`src/rtl/pe_array_pkg.sv`:
```
// Shared definitions for the PE-array output path: collector FSM encoding
// and default operand/result widths.
package pe_array_pkg;

    typedef enum logic [1:0] {
        IDLE    = 2'd0,
        DRAIN   = 2'd1,
        CAPTURE = 2'd2,
        SEND    = 2'd3
    } drain_state_t;

    localparam int DEFAULT_DATA_WIDTH   = 8;
    localparam int DEFAULT_RESULT_WIDTH = 2 * DEFAULT_DATA_WIDTH;

endpackage

```
`src/rtl/drain_buf.sv`:
```
// Row-indexed result store for one drained column: one write port, one
// asynchronous read port. Contents are not reset.
module drain_buf
    import pe_array_pkg::*;
#(
    parameter int DATA_WIDTH = DEFAULT_DATA_WIDTH,
    parameter int ROWS       = 4
) (
    input  logic                                clk,
    input  logic                                we,
    input  logic [$clog2(ROWS)-1:0]             waddr,
    input  logic signed [2*DATA_WIDTH-1:0]      wdata,
    input  logic [$clog2(ROWS)-1:0]             raddr,
    output logic signed [2*DATA_WIDTH-1:0]      rdata
);

    logic signed [2*DATA_WIDTH-1:0] mem [ROWS];

    always_ff @(posedge clk) begin
        if (we) begin
            mem[waddr] <= wdata;
        end
    end

    assign rdata = mem[raddr];

endmodule

```
`src/rtl/os_drain_collector.sv`:
```
// Drains one output-stationary PE column and streams its results top row first.
// Optional macro RESULT_RELU_EN clamps negative results to zero on the output.
module os_drain_collector
    import pe_array_pkg::*;
#(
    parameter int DATA_WIDTH = DEFAULT_DATA_WIDTH,
    parameter int ROWS       = 4
) (
    input  logic                                clk,
    input  logic                                rst_n,
    input  logic                                start,
    output logic                                drain,
    input  logic signed [2*DATA_WIDTH-1:0]      col_in,
    output logic                                busy,
    output logic                                out_valid,
    input  logic                                out_ready,
    output logic signed [2*DATA_WIDTH-1:0]      out_data,
    output logic [$clog2(ROWS)-1:0]             out_row,
    output logic                                out_last,
    output logic                                done
);

    localparam int RW    = 2 * DATA_WIDTH;
    localparam int ROW_W = $clog2(ROWS);
    localparam logic [ROW_W-1:0] LAST_ROW = ROW_W'(ROWS - 1);
    localparam logic [ROW_W-1:0] PREV_ROW = ROW_W'(ROWS - 2);

    function automatic logic signed [RW-1:0] shape_result(input logic signed [RW-1:0] v);
`ifdef RESULT_RELU_EN
        return (v < 0) ? '0 : v;
`else
        return v;
`endif
    endfunction

    drain_state_t          state;
    logic [ROW_W-1:0]      drain_cnt;
    logic [ROW_W-1:0]      cap_cnt;
    logic                  capture;
    logic [ROW_W-1:0]      waddr;
    logic signed [RW-1:0]  rd_data;

    // The bottom PE's value appears one cycle after drain first rises, so the
    // first DRAIN cycle captures nothing and CAPTURE picks up the final sample.
    assign capture = ((state == DRAIN) && (drain_cnt != '0)) || (state == CAPTURE);
    assign waddr   = LAST_ROW - cap_cnt;
    assign busy    = (state != IDLE);

    drain_buf #(
        .DATA_WIDTH (DATA_WIDTH),
        .ROWS       (ROWS)
    ) u_buf (
        .clk   (clk),
        .we    (capture),
        .waddr (waddr),
        .wdata (col_in),
        .raddr (out_row),
        .rdata (rd_data)
    );

    // Gating on out_valid keeps stale buffer contents off the output.
    assign out_data = out_valid ? shape_result(rd_data) : '0;

    always_ff @(posedge clk) begin
        if (!rst_n) begin
            state     <= IDLE;
            drain     <= 1'b0;
            out_valid <= 1'b0;
            out_row   <= '0;
            out_last  <= 1'b0;
            done      <= 1'b0;
            drain_cnt <= '0;
            cap_cnt   <= '0;
        end else begin
            done <= 1'b0;
            case (state)
                IDLE: begin
                    if (start) begin
                        state     <= DRAIN;
                        drain     <= 1'b1;
                        drain_cnt <= '0;
                        cap_cnt   <= '0;
                    end
                end
                DRAIN: begin
                    drain_cnt <= drain_cnt + 1'b1;
                    if (drain_cnt != '0) begin
                        cap_cnt <= cap_cnt + 1'b1;
                    end
                    if (drain_cnt == LAST_ROW) begin
                        drain <= 1'b0;
                        state <= CAPTURE;
                    end
                end
                CAPTURE: begin
                    cap_cnt <= cap_cnt + 1'b1;
                    if (cap_cnt == LAST_ROW) begin
                        state     <= SEND;
                        cap_cnt   <= '0;
                        out_valid <= 1'b1;
                        out_row   <= '0;
                        out_last  <= 1'b0;
                    end
                end
                SEND: begin
                    if (out_ready) begin
                        if (out_last) begin
                            state     <= IDLE;
                            out_valid <= 1'b0;
                            out_row   <= '0;
                            out_last  <= 1'b0;
                            done      <= 1'b1;
                        end else begin
                            out_row  <= out_row + 1'b1;
                            out_last <= (out_row == PREV_ROW);
                        end
                    end
                end
                default: begin
                    state <= IDLE;
                end
            endcase
        end
    end

endmodule

```
`config.mk`:
```
export PLATFORM = sky130hd
export DESIGN_NAME = os_drain_collector
export DESIGN_NICKNAME = d
export VERILOG_FILES = /design/src/rtl/pe_array_pkg.sv /design/src/rtl/drain_buf.sv /design/src/rtl/os_drain_collector.sv
export SDC_FILE = /design/constraint.sdc
export NUM_CORES = 1
export LEC_CHECK = 0
export BUFFER_PORTS_ARGS = -buffer_cell sky130_fd_sc_hd__buf_4
export CAP_MARGIN = 20
export CORE_MARGIN = 4
export CORE_UTILIZATION = 39
export CTS_BUF_LIST = sky130_fd_sc_hd__clkbuf_8
export CTS_CLUSTER_SIZE = 25
export DETAILED_ROUTE_END_ITERATION = 8
export PLACE_DENSITY_LB_ADDON = 0.3
export SLEW_MARGIN = 20
export SYNTH_ARGS = -nofsm -noshare
export SYNTH_HDL_FRONTEND = slang
export SYNTH_SLANG_ARGS = --single-unit
```
`constraint.sdc`:
```
create_clock -name clk -period 2.1 [get_ports clk]
set_input_delay 0.42 -clock clk [delete_from_list [all_inputs] [get_ports clk]]
set_output_delay 0.42 -clock clk [all_outputs]
set_load 0.005 [all_outputs]
```
==> report_table.html <==
<table>
<tr><th>Metric</th><th>Value</th></tr>
<tr><th colspan="2">Synth</th></tr>
<tr><td>Synth Register Bits</td><td>78</td></tr>
<tr><td>Sequential fraction of the synthesis area</td><td>67.67%</td></tr>
<tr><td>Netlist cell types</td><td>31</td></tr>
<tr><td>Net count after synthesis</td><td>231</td></tr>
<tr><td>Number of warnings issued by yosys</td><td>0</td></tr>
<tr><td>Gate count of the mapped netlist</td><td>approximately 200</td></tr>
<tr><td>Mean post-synth cell area</td><td>between 15 and 20 sq um</td></tr>
<tr><td>Synthesized cell area</td><td>0.003254 sq mm</td></tr>
<tr><th colspan="2">Timing</th></tr>
<tr><td>Setup TNS</td><td>-0.006988 ns</td></tr>
<tr><td>Final setup violating endpoints</td><td>3</td></tr>
<tr><td>Worst-Margin Slew</td><td>between 0.9 and 1 ns</td></tr>
<tr><td>Worst slew margin relative to its limit</td><td>39.63%</td></tr>
<tr><td>Max Fclk</td><td>around 480 MHz</td></tr>
<tr><td>Final worst path period share</td><td>100.2%</td></tr>
<tr><td>Final worst-path setup slack</td><td>-0.003519 ns</td></tr>
<tr><td>Clock skew after layout</td><td>roughly 0.014 ns</td></tr>
<tr><td>Final Hold Vio Count</td><td>0</td></tr>
<tr><td>Clock period minus worst slack</td><td>2.104 ns</td></tr>
<tr><td>Fin. max-slew vios</td><td>0</td></tr>
<tr><td>RSZ-0062 raised after global routing</td><td>true</td></tr>
<tr><th colspan="2">Worst setup path</th></tr>
<tr><td>Startpoint types</td><td>flop</td></tr>
<tr><td>CP Class</td><td>reg2out</td></tr>
<tr><td>Launch point of the worst reg-to-reg path</td><td>drain_cnt[0]</td></tr>
<tr><td>Slowest stage cell, crit path</td><td>sky130_fd_sc_hd__mux4_2</td></tr>
<tr><td>Worst endpoint required time</td><td>1.68 ns</td></tr>
<tr><td>Crit path cell chain</td><td>buf_12, mux4_2, and2_4, buf_6</td></tr>
<tr><td>Crit path max fanout</td><td>6</td></tr>
<tr><td>Endpoint of the lowest-slack register-to-register path</td><td>u_buf.mem[2][2]</td></tr>
<tr><td>Arrival time worst endpoint</td><td>~1.7 ns</td></tr>
<tr><td>Reg2reg setup slack</td><td>0.11 ns</td></tr>
<tr><td>R2r worst-path depth</td><td>5</td></tr>
<tr><td>Kind of capture point of the worst setup path</td><td>output port</td></tr>
<tr><td>Cell family with the largest share of critical-path delay</td><td>multiplexers</td></tr>
<tr><td>Critical path buffers and inverters</td><td>2</td></tr>
<tr><td>Maximum cell stage delay along the critical path</td><td>0.50 ns</td></tr>
<tr><th colspan="2">Clocking</th></tr>
<tr><td>Clock edge transition at the registers on the reported setup and hold paths</td><td>0.09 ns</td></tr>
<tr><td>Post-CTS Setup Bufs</td><td>0</td></tr>
<tr><td>Hold bufs inserted after CTS</td><td>0</td></tr>
<tr><td>Number of H-tree levels</td><td>3</td></tr>
<tr><td>Max Root-Sink Buffers</td><td>2</td></tr>
<tr><td>Clock network latency to the later pin of the worst-skew pair</td><td>0.34 ns</td></tr>
<tr><td>Number of clock sinks seen by CTS</td><td>78</td></tr>
<tr><td>TritonCTS clock tree</td><td>built</td></tr>
<tr><td>Number of clock buffers inserted by TritonCTS</td><td>9</td></tr>
<tr><td>Clock Root Buffer</td><td>sky130_fd_sc_hd__clkbuf_8</td></tr>
<tr><th colspan="2">Cells and area</th></tr>
<tr><td>Number of nets in the layout</td><td>287</td></tr>
<tr><td>Relative area change from synthesis to final layout</td><td>25.64%</td></tr>
<tr><td>Fin util</td><td>between 50% and 60%</td></tr>
<tr><td>Share of post-route cells with drive strength above 1</td><td>between 40% and 50%</td></tr>
<tr><td>Fin cells</td><td>364</td></tr>
<tr><td>Number of antenna repair diodes</td><td>0</td></tr>
<tr><th colspan="2">Run status</th></tr>
<tr><td>Outcome</td><td>complete, but fails checks</td></tr>
<tr><td>Violated checks</td><td>negative setup slack</td></tr>
<tr><th colspan="2">GRT</th></tr>
<tr><td>Largest net degree at the start of global routing</td><td>18</td></tr>
<tr><td>Antenna violations before repair</td><td>0</td></tr>
<tr><td>Met3 global-route usage</td><td>4.488%</td></tr>
<tr><td>Global route total overflow</td><td>0</td></tr>
<tr><td>Met1 Use GR</td><td>16.54%</td></tr>
<tr><td>Met2 usage</td><td>20.97%</td></tr>
<tr><td>Global-route wire length before repair</td><td>9715 um</td></tr>
<tr><td>Overall fraction of global-route tracks in use</td><td>between 10% and 20%</td></tr>
<tr><td>Most crowded layer after global routing</td><td>met2</td></tr>
<tr><td>Number of global-route vias before repair</td><td>1879</td></tr>
<tr><th colspan="2">Power and ir drop</th></tr>
<tr><td>Worst vdd ir</td><td>0.5412 mV</td></tr>
<tr><td>Lkg Pwr</td><td>0.001455 uW</td></tr>
<tr><td>Sum of internal, switching and leakage power</td><td>3668 uW</td></tr>
<tr><td>Pwr/cell area</td><td>897.1 mW/mm^2</td></tr>
<tr><th colspan="2">Detailed routing</th></tr>
<tr><td>Final WL</td><td>5968 um</td></tr>
<tr><td>DRT antenna net count</td><td>0</td></tr>
<tr><td>Initial DRC count</td><td>75</td></tr>
<tr><td>Average detailed-routed wire length per instance</td><td>16.40 um</td></tr>
<tr><td>Total number of vias</td><td>1772</td></tr>
<tr><td>Per-cell via count in the routed design</td><td>4.868</td></tr>
<tr><td>First-pass iteration count of the detailed router</td><td>4</td></tr>
<tr><td>Post-route DRC violation count</td><td>0</td></tr>
<tr><th colspan="2">Die</th></tr>
<tr><td>Die width</td><td>99.35 um</td></tr>
<tr><td>Initial core utilization</td><td>39.81%</td></tr>
<tr><td>Number of top-level pins</td><td>43</td></tr>
<tr><td>Die height</td><td>99.35 um</td></tr>
<tr><td>Area of the placeable core</td><td>0.008175 sq mm</td></tr>
<tr><td>Standard-cell row count</td><td>33</td></tr>
<tr><td>Die area</td><td>approximately 0.0099 sq mm</td></tr>
<tr><th colspan="2">Place</th></tr>
<tr><td>Dpl hpwl</td><td>4010 um</td></tr>
<tr><td>Routability congestion estimate</td><td>0.7729</td></tr>
<tr><td>Pre-CTS worst setup slack</td><td>slightly above 0.09 ns</td></tr>
<tr><td>Number of placed cells counting well taps</td><td>347</td></tr>
<tr><td>Number of buffers inserted by port buffering</td><td>42</td></tr>
<tr><th colspan="2">Hold path</th></tr>
<tr><td>Type of the worst min-delay path</td><td>in2reg</td></tr>
<tr><td>Hold Crit Start</td><td>col_in[14]</td></tr>
<tr><td>Worst Hold Endpoint</td><td>u_buf.mem[3][14]</td></tr>
<tr><td>Worst hold stages</td><td>1</td></tr>
<tr><th colspan="2">Flow run</th></tr>
<tr><td>Max cap viols</td><td>0</td></tr>
</table>
## what timing repair did
item | 4_1_cts | 5_1_grt
setup endpoints to repair | 16 | 64
endpoints found under the hold margin | 0 | 0
pin swaps | 9 | 0
cloned | 1 | 0
resized for setup | 21 | 18
## final cells by class
type,count,area (sq um)
sequential,78,2206
fill,708,4086
clock inverter,7,62.56
timing repair buffer,52,490.5
clock buffer,9,123.9
tap,105,131.4
multi-input combinational,103,1037
inverter,10,37.54
## sequential cells by signal (all words and copies together) (netlist names), named ones only
name	flops
u_buf.mem	64
cap_cnt	2
drain_cnt	2
out_row	2
state	2
done	1
drain	1
out_last	1
out_valid	1
## metal layers
layer	share of wire [%]	vias to the layer above
met4	0.80	0
met1	44	867
met5	0	-
met2	50	39
met3	5.5	6
li1	-	860
## cells in the final DEF, fill, tap and decap left out
master,instances
sky130_fd_sc_hd__nor2b_2,2
sky130_fd_sc_hd__dfxtp_4,1
sky130_fd_sc_hd__a21oi_2,1
sky130_fd_sc_hd__nand4b_1,1
sky130_fd_sc_hd__o211ai_1,1
sky130_fd_sc_hd__clkinv_4,2
sky130_fd_sc_hd__ha_1,13
sky130_fd_sc_hd__mux4_2,16
sky130_fd_sc_hd__nor2_1,10
sky130_fd_sc_hd__nand2_1,9
sky130_fd_sc_hd__or2b_1,1
sky130_fd_sc_hd__buf_12,1
sky130_fd_sc_hd__nor2b_1,3
sky130_fd_sc_hd__inv_6,3
sky130_fd_sc_hd__or3_1,2
sky130_fd_sc_hd__a311o_1,1
sky130_fd_sc_hd__clkinvlp_4,1
sky130_fd_sc_hd__and2_4,16
sky130_fd_sc_hd__a211o_1,1
sky130_fd_sc_hd__clkbuf_8,9
sky130_fd_sc_hd__inv_8,1
sky130_fd_sc_hd__a32oi_1,1
sky130_fd_sc_hd__nand2b_1,1
sky130_fd_sc_hd__buf_4,33
sky130_fd_sc_hd__buf_6,16
sky130_fd_sc_hd__o221ai_1,1
sky130_fd_sc_hd__o21ai_0,5
sky130_fd_sc_hd__o31ai_1,1
sky130_fd_sc_hd__inv_1,10
sky130_fd_sc_hd__mux2i_1,2
sky130_fd_sc_hd__a21oi_1,7
sky130_fd_sc_hd__nor2b_4,3
sky130_fd_sc_hd__edfxtp_1,64
sky130_fd_sc_hd__nand3_1,3
sky130_fd_sc_hd__buf_8,1
sky130_fd_sc_hd__a2111oi_4,1
sky130_fd_sc_hd__dfxtp_1,13
sky130_fd_sc_hd__a211oi_1,1
sky130_fd_sc_hd__buf_16,1
## metrics by stage
| step | hold slack [ns] | instance area (sq um) |
|---|---|---|
| global placement | 0.4849 | 3754 |
| CTS | 0.2551 | 4029 |
| detailed placement | 0.5004 | 3754 |
| floorplan | 0.4492 | 3254 |
| global route | 0.2409 | 4089 |
| finish | 0.2714 | 4089 |
## cell families after synthesis
| logic type | Yosys count | share of synthesized area, % |
|---|---|---|
| muxes | 18 | 11.69 |
| buffers and inverters | 17 | 2.307 |
| AOI/OAI and AO/OA | 21 | 4.768 |
| and+or+nand+nor | 51 | 8.574 |
| adders and majority gates | 13 | 4.998 |
| DFF | 78 | 67.67 |
## worst max path at each step
| stage | to | depth (start not counted) |
|---|---|---|
| finish | out_data[6] | 4 |
| global route | out_data[2] | 4 |
| CTS | out_data[2] | 4 |
| detailed placement | u_buf.mem[0][7] | 5 |
| global placement | u_buf.mem[0][13] | 5 |
| floorplan | u_buf.mem[3][0] | 5 |
## cells in the mapped netlist
| cell type | instances | area (sq um) |
|---|---|---|
| sky130_fd_sc_hd__a2111oi_4 | 1 | 27.53 |
| sky130_fd_sc_hd__a211o_1 | 1 | 8.760 |
| sky130_fd_sc_hd__a211oi_1 | 1 | 7.510 |
| sky130_fd_sc_hd__a21oi_1 | 7 | 35.03 |
| sky130_fd_sc_hd__a21oi_2 | 1 | 8.760 |
| sky130_fd_sc_hd__a311o_1 | 1 | 10.01 |
| sky130_fd_sc_hd__a32oi_1 | 1 | 8.760 |
| sky130_fd_sc_hd__and2_1 | 16 | 100.1 |
| sky130_fd_sc_hd__buf_1 | 1 | 3.750 |
| sky130_fd_sc_hd__buf_2 | 3 | 15.01 |
| sky130_fd_sc_hd__buf_6 | 1 | 11.26 |
| sky130_fd_sc_hd__clkbuf_1 | 2 | 7.510 |
| sky130_fd_sc_hd__dfxtp_1 | 14 | 280.3 |
| sky130_fd_sc_hd__edfxtp_1 | 64 | 1922 |
| sky130_fd_sc_hd__ha_1 | 13 | 162.7 |
| sky130_fd_sc_hd__inv_1 | 10 | 37.54 |
| sky130_fd_sc_hd__mux2i_1 | 2 | 20.02 |
| sky130_fd_sc_hd__mux4_2 | 16 | 360.4 |
| sky130_fd_sc_hd__nand2_1 | 9 | 33.78 |
| sky130_fd_sc_hd__nand2b_1 | 1 | 6.260 |
| sky130_fd_sc_hd__nand3_1 | 3 | 15.01 |
| sky130_fd_sc_hd__nand4b_1 | 1 | 8.760 |
| sky130_fd_sc_hd__nor2_1 | 10 | 37.54 |
| sky130_fd_sc_hd__nor2b_1 | 7 | 43.79 |
| sky130_fd_sc_hd__nor2b_4 | 1 | 13.76 |
| sky130_fd_sc_hd__o211ai_1 | 1 | 7.510 |
| sky130_fd_sc_hd__o21ai_0 | 5 | 25.02 |
| sky130_fd_sc_hd__o221ai_1 | 1 | 8.760 |
| sky130_fd_sc_hd__o31ai_1 | 1 | 7.510 |
| sky130_fd_sc_hd__or2b_1 | 1 | 7.510 |
| sky130_fd_sc_hd__or3_1 | 2 | 12.51 |
## worst reg2reg max path: stages, from the launching register on
cell and delay [ns]:
sky130_fd_sc_hd__dfxtp_1 0.34, sky130_fd_sc_hd__inv_1 0.06, sky130_fd_sc_hd__ha_1 0.21, sky130_fd_sc_hd__inv_1 0.05
sky130_fd_sc_hd__a21oi_1 0.19, sky130_fd_sc_hd__nor2b_2 0.77
## power by group
group          internal, uW  leakage, uW  switching [uW]
registers              1840     0.000692            57.7
logic                   324     0.000670             406
clock network           454    0.0000927             590
total                  2610      0.00145            1050
Power figures use the tool's default switching activity.
